--- config.mk ---
export PLATFORM = sky130hd
export DESIGN_NAME = prgrm_seqncr
export DESIGN_NICKNAME = d
export VERILOG_FILES = /design/src/rtl/prgrm_seqncr.sv
export SDC_FILE = /design/constraint.sdc
export NUM_CORES = 1
export LEC_CHECK = 0
export ABC_AREA = 1
export BUFFER_PORTS_ARGS = -buffer_cell sky130_fd_sc_hd__buf_2
export CAP_MARGIN = 25
export CORE_ASPECT_RATIO = 1.25
export CORE_MARGIN = 3
export CORE_UTILIZATION = 49
export DETAILED_ROUTE_END_ITERATION = 10
export GPL_TIMING_DRIVEN = 0
export PLACE_DENSITY_LB_ADDON = 0.2
export SYNTH_ARGS = -nofsm -noshare
export SYNTH_HDL_FRONTEND = slang
export SYNTH_SLANG_ARGS = --single-unit
--- constraint.sdc ---
create_clock -name Clk -period 2.8 [get_ports Clk]
set_input_delay 0.56 -clock Clk [delete_from_list [all_inputs] [get_ports Clk]]
set_output_delay 0.56 -clock Clk [all_outputs]
set_load 0.02 [all_outputs]
--- src/rtl/prgrm_seqncr.sv ---
// Program sequencer: PC register with increment, absolute/relative branch,
// and a small return-address stack for Call/Ret with sticky error flags.
module prgrm_seqncr #(
  parameter int unsigned ADDR_W    = 8,
  parameter int unsigned STK_DEPTH = 4,
  parameter int unsigned RESET_VEC = 0
) (
  input  logic                             Clk,
  input  logic                             Reset,
  input  logic                             Stall,
  input  logic                             Incrmnt_PC,
  input  logic                             Ld_Brnch_Addr,
  input  logic                             Brnch_Rel,
  input  logic                             Call,
  input  logic                             Ret,
  input  logic                             Clr_Err,
  input  logic [ADDR_W-1:0]                Imm_Addr,
  output logic [ADDR_W-1:0]                PC,
  output logic [$clog2(STK_DEPTH+1)-1:0]   Stk_Cnt,
  output logic                             Stk_Full,
  output logic                             Stk_Empty,
  output logic                             Stk_Ovf,
  output logic                             Stk_Unf
);

  localparam int unsigned CNT_W = $clog2(STK_DEPTH + 1);
  localparam int unsigned IDX_W = (STK_DEPTH > 1) ? $clog2(STK_DEPTH) : 1;

  logic [ADDR_W-1:0] pc_q, pc_d;
  logic [CNT_W-1:0]  cnt_q, cnt_d;
  logic              ovf_q, ovf_d;
  logic              unf_q, unf_d;
  logic [ADDR_W-1:0] stk_q [STK_DEPTH];
  logic [ADDR_W-1:0] stk_d [STK_DEPTH];

  logic [ADDR_W-1:0] pc_inc;
  logic [ADDR_W-1:0] target;
  logic              full;
  logic              empty;
  logic [IDX_W-1:0]  push_idx;
  logic [IDX_W-1:0]  pop_idx;

  assign pc_inc   = pc_q + 1'b1;
  // Two's-complement add wraps identically for a signed offset.
  assign target   = Brnch_Rel ? (pc_q + Imm_Addr) : Imm_Addr;
  assign full     = (cnt_q == CNT_W'(STK_DEPTH));
  assign empty    = (cnt_q == '0);
  assign push_idx = IDX_W'(cnt_q);
  assign pop_idx  = IDX_W'(cnt_q - 1'b1);

  always_comb begin
    pc_d  = pc_q;
    cnt_d = cnt_q;
    stk_d = stk_q;
    // Clear first so a same-cycle error event below wins.
    ovf_d = Clr_Err ? 1'b0 : ovf_q;
    unf_d = Clr_Err ? 1'b0 : unf_q;
    if (!Stall) begin
      if (Ret) begin
        if (!empty) begin
          pc_d  = stk_q[pop_idx];
          cnt_d = cnt_q - 1'b1;
        end else begin
          pc_d  = pc_inc;
          unf_d = 1'b1;
        end
      end else if (Call) begin
        pc_d = target;
        if (!full) begin
          stk_d[push_idx] = pc_inc;
          cnt_d           = cnt_q + 1'b1;
        end else begin
          ovf_d = 1'b1;
        end
      end else if (Ld_Brnch_Addr) begin
        pc_d = target;
      end else if (Incrmnt_PC) begin
        pc_d = pc_inc;
      end
    end
  end

  always_ff @(posedge Clk or negedge Reset) begin
    if (!Reset) begin
      pc_q  <= ADDR_W'(RESET_VEC);
      cnt_q <= '0;
      ovf_q <= 1'b0;
      unf_q <= 1'b0;
      stk_q <= '{default: '0};
    end else begin
      pc_q  <= pc_d;
      cnt_q <= cnt_d;
      ovf_q <= ovf_d;
      unf_q <= unf_d;
      stk_q <= stk_d;
    end
  end

  assign PC        = pc_q;
  assign Stk_Cnt   = cnt_q;
  assign Stk_Full  = full;
  assign Stk_Empty = empty;
  assign Stk_Ovf   = ovf_q;
  assign Stk_Unf   = unf_q;

endmodule
After elaboration in Yosys (flattened, before gate mapping)
Cells that the tools add are included.
- equal/unequal tests: 3
- mux-type cells: 25
- reduce and logical (&&, ||, !) cells: 7
- $lt $le $gt $ge: 3
- $mul: 0
- add/sub/neg operators: 4
- divide/modulo/power cells: 0
- bitwise logic cells: 5
- shift operators: 0
- operators by type and width (cell ; count):
    8-bit two-way mux ; 9
    32-bit bitwise mux ; 1
    8-bit binary-select mux with 2-bit select ; 1
    8-bit demux with 2-bit select ; 1
    3-bit two-way mux ; 4
    1-bit two-way mux ; 9
    8-bit by 1-bit adder with 8-bit output (second input constant) ; 1
    8-bit adder ; 1
    4-bit AND reduction ; 2
    3-bit >= comparator (second input constant) ; 2
    2-bit NOT with 3-bit output ; 2
    2-bit != test (second input constant) ; 2
    4-bit nonzero test ; 1
    3-bit by 1-bit adder with 3-bit output (second input constant) ; 1
    3-bit equality test (second input constant) ; 1
    3-bit logical NOT ; 1
    3-bit by 1-bit less-than comparator with 1-bit output (second input constant) ; 1
    1-bit NOT ; 3
    3-bit by 1-bit subtractor with 3-bit output (second input constant) ; 1
    2-bit AND reduction ; 1
    2-bit nonzero test ; 1
    1-bit logical AND ; 1
- bits in writable memories: 0
- memory bits (read-only): 0
- flip-flop bits (word level): 45
- memories kept: 0
- input bits: 17
- output and inout port bits: 15
- latch bits: 0

Logic depth before layout (Yosys ltp)
- depth after elaboration: 7
- gate-level depth with buffers: 11

Least setup slack after synthesis
Ideal clock, no wire load.
- kind: register -> register
- from: reg cnt_q[0], in the netlist Stk_Cnt[0]
- to: reg stk_q[30] (netlist name)
- stages on the path, launching flop included: 10
- path buffers: 2
- path slack: 509 ps
- data required time: 2664 ps
- data arrival time: 2155 ps
- library setup time: 136 ps
- path through: dfrtp_1 > inv_1 > buf_1 > ha_1 > ha_1 > nor4_4 > nand2_1 > buf_4 > nand2_1 > o21ai_0
- elaborated cells on any way between the ends: 10
- those cells by class: order compare: 2; eq/ne: 1; mux: 3; bitwise: 2; reduce/logical: 2
- RTL lines (element ; RTL line ; source):
    start: declaration ; 30 ; logic [CNT_W-1:0] cnt_q, cnt_d;
    start signal: assignment ; 92 ; cnt_q <= cnt_d;
    3-bit equality test ; 46 ; assign full = (cnt_q == CNT_W'(STK_DEPTH));
    via Stk_Full ; 20 ; output logic Stk_Full,
    1-bit NOT (no source line) ; -- ;
    4-bit AND reduction (no source line) ; -- ;
    end signal: assignment ; 95 ; stk_q <= stk_d;
    end: declaration ; 33 ; logic [ADDR_W-1:0] stk_q [STK_DEPTH];
The timed path passes the listed nets, and every way through them passes these cells.
A chain may end at the register's enable or synchronous reset.

Final worst setup path
- from: reg cnt_q[0], in the netlist Stk_Cnt[0]
- to: out Stk_Full
- longest elaborated chain between the ends: 1
- ends and longest elaborated chain (element ; RTL line):
    3-bit equality test ; 46
    end: declaration ; 20
Every way passes these cells.

==> flow_metrics.tcl <==
set metrics [dict create \
    maxSlewHeadroom_pct 68.9 \
    internal_power_mw 1.86 \
    fin_crit_ns 2.61 \
    ys_seq_area_share_pct 40.6 \
    hpwlAfterDp_mm 5.04 \
    power.switching_mw 1.62 \
    fin_setup_tns_ns 0 \
    vias 2533 \
    clk_pin_slew_ns 0.08 \
    drive_above_1_share_pct 12.0 \
    power_density_nw_per_um2 1110 \
    path_cells "inv_1, buf_1, ha_1, ha_1, buf_2" \
    grt_max_degree 46 \
    timing.rr.start "Stk_Cnt[0]" \
    num_rows 30 \
    critical_path.startpoint_type "flip-flop" \
    outcome "finished clean" \
    hold_class "in2async" \
    synth_top_family_by_area "simple AND/OR/NAND/NOR gates" \
    max_freq_ghz 0.384 \
    dr.pass1.iters 4 \
    die_area_um2 6610 \
    dr.first_iter.drc_count 150 \
    pwr-share-clk_pct 13.7 \
    syn-cell-area_um2 2780 \
    worstPathRequired_ns 2.24 \
    synth_nets 411 \
    yosys.area_share.simple_pct 22.0 \
    clock_skew_ns 0.0116 \
    cts_tree "yes" \
    finalCritPeriodShare_pct 93.1 \
    crit_arrival_ns 2.05 \
    cts_sinks 45 \
    die_h_um 90.1 \
    syn-instance-count 379 \
    post-cts-setup-buffer-count 0 \
    yosys_warnings 0 \
    leakagePower_nw 1.67 \
    grt_pass1_wl_mm 11.3 \
    crit_start "Stk_Cnt[0]" \
    hold_buffers 0 \
    ioPinCount 32 \
    die_w_um 73.3 \
    hold_viol_final 0 \
    clock_latency_ns 0.30 \
    ir_drop_mv 0.435 \
    grt_use_total_pct 21.2 \
    synthToLayoutAreaGrowth_pct 12.9 \
    ctsRootBufferMaster "clkbuf_8" \
    fin_total_pwr_mw 3.48 \
    synth_fa_ha_area_share_pct 7.03 \
    critPathKind "reg2out" \
    synth_mux_area_share_pct 0 \
    synthDistinctLibCells 29 \
    port_buffers 31 \
    power_frac_comb_pct 52.1 \
    cp_max_fo 11 \
    p_seq_share_pct 34.2 \
    worstMarginPinSlew_ns 0.466 \
    nNetsFinal 450 \
    drv_slew 0 \
    synth-compound-area-share_pct 18.8 \
    synth_area_per_cell_um2 7.32 \
    antenna_left 0 \
    cts.path.max_buffers 2 \
    cp_slowest_cell "dfrtp_1" \
    setup_viol 0 \
    diodes 0 \
    antenna_found_initial 0 \
    overflow 0 \
    cpMostUsedCell "ha_1" \
    routed_wl_mm 6.50 \
    setup.worst_path.end_class "primary output" \
    rsz0062_at_grt "false" \
    gp_congestion 0.816 \
    ff2ff_setup_slack_ns 0.31 \
    synth_xor_area_share_pct 2.84 \
    critical_path.max_stage_delay_ns 0.44 \
    ys_seq_elements 45 \
    numCtsBuffers 5 \
    maxCapViolCount 0 \
    viasPerCell 5.26 \
    htreeDepth 2 \
    start_util_pct 51.0 \
    wl_per_cell_um 13.5 \
    grt_pass1_vias 2475 \
    core-area_um2 5440 \
    drc 0 \
    cts_resized 0 \
    switching_share_pct 46.5 \
]
-- cells by family (layout without fill, tap and decap cells) --
| kind of cell | Yosys count | after routing |
|---|---|---|
| AOI/OAI and AO/OA | 99 | 99 |
| xor gates and xnor gates | 9 | 9 |
| adders and majority gates | 15 | 15 |
| DFF | 45 | 45 |
| buffers and inverters | 61 | 100 |
| and+or+nand+nor | 150 | 150 |
-- per-stage QoR --
stage	hold slack (ns)	util [%]	area (um^2)	instances	setup slack, ns
after floorplan	0.264	-	2780	379	0.509
after global placement	0.462	55.3	3010	474	0.365
after detailed placement	0.468	55.3	3010	474	0.295
after CTS	0.469	57.2	3110	481	0.183
after global routing	0.152	57.6	3130	482	0.0489
final	0.135	57.6	3130	482	0.194
-- cells in the mapped netlist --
cell        n  area [um^2]
clkbuf_1    1         3.75
a32oi_1     2         17.5
o22ai_1     6         37.5
and3_1      1         6.26
o31ai_1     1         7.51
fa_1        1         20.0
nor2_2      1         6.26
nor4_4      1         21.3
nand3b_1    1         7.51
inv_1      48          180
ha_1       14          175
nand4_1     1         6.26
a31oi_1     1         6.26
clkbuf_2    1         5.00
o211ai_1    3         22.5
dfrtp_1    45         1130
buf_1       1         3.75
xnor2_1     4         35.0
buf_4       1         7.51
o21ai_0    59          295
inv_2       1         3.75
nor3_1      1         5.00
nand3_1    15         75.1
nor2_1     29          109
buf_2       6         30.0
xor2_1      5         43.8
a21oi_1    27          135
clkinv_1    2         7.51
nand2_1   100          375
-- power groups by stage --
stage	Combinational [mW]	Sequential, mW	Clock, mW
3_5_place_dp	1.80	1.19	0
5_1_grt	2.08	1.24	0.509
4_1_cts	1.81	1.19	0.483
6_report	1.81	1.19	0.476
3_3_place_gp	1.75	1.19	0
2_1_floorplan	1.25	1.23	0
-- layout by cell type, fill, tap and decap left out, types with 2 or more instances in the layout --
cell type	n
inv_1	48
o22ai_1	6
nor2_1	29
o211ai_1	3
clkinv_1	2
nand2_1	100
o21ai_0	59
a21oi_1	27
xnor2_1	4
dfrtp_1	45
xor2_1	5
ha_1	14
nand3_1	15
buf_2	37
a32oi_1	2
clkbuf_8	5
-- metal layers --
layer / vias up / routed length [um] / GRT usage [%] / part of all wire, %
li1: 1307 / - / - / -
met1: 1169 / 2880 / 27.6 / 44
met2: 49 / 3350 / 37.1 / 52
met3: 8 / 190 / 1.79 / 2.9
met4: 0 / 78 / 5.89 / 1.2
met5: - / 0 / 0 / 0
-- state kept, by name, indices dropped and copies added (netlist names) --
signal / cells
stk_q: 32
PC: 8
Stk_Cnt: 3
Stk_Ovf: 1
Stk_Unf: 1
-- layout make-up --
type | instances | area, um^2
Clock inverter | 2 | 35.0
Multi-Input combinational cell | 273 | 1410
Fill cell | 516 | 2310
Inverter | 51 | 191
Tap cell | 64 | 80.1
Sequential cell | 45 | 1130
Clock buffer | 5 | 68.8
Timing Repair Buffer | 32 | 175
Buffer | 10 | 50.0
-- worst max-delay path: cells and delay by family (launching register included) --
family	cells	cell delay, ns
buffers and inverters	3	0.75
adders and majority gates	2	0.56
DFF	1	0.44
-- final timing paths --
path | end | cells past startpoint
max in group asynchronous | stk_q[21] | 2
setup / recovery | Stk_Full | 5
setup reg to reg | stk_q[24] | 8
hold reg to reg | stk_q[11] | 2
min in group Clk | stk_q[11] | 2
hold / removal | Stk_Cnt[1] | 1
(Power assumes the default switching activity.)
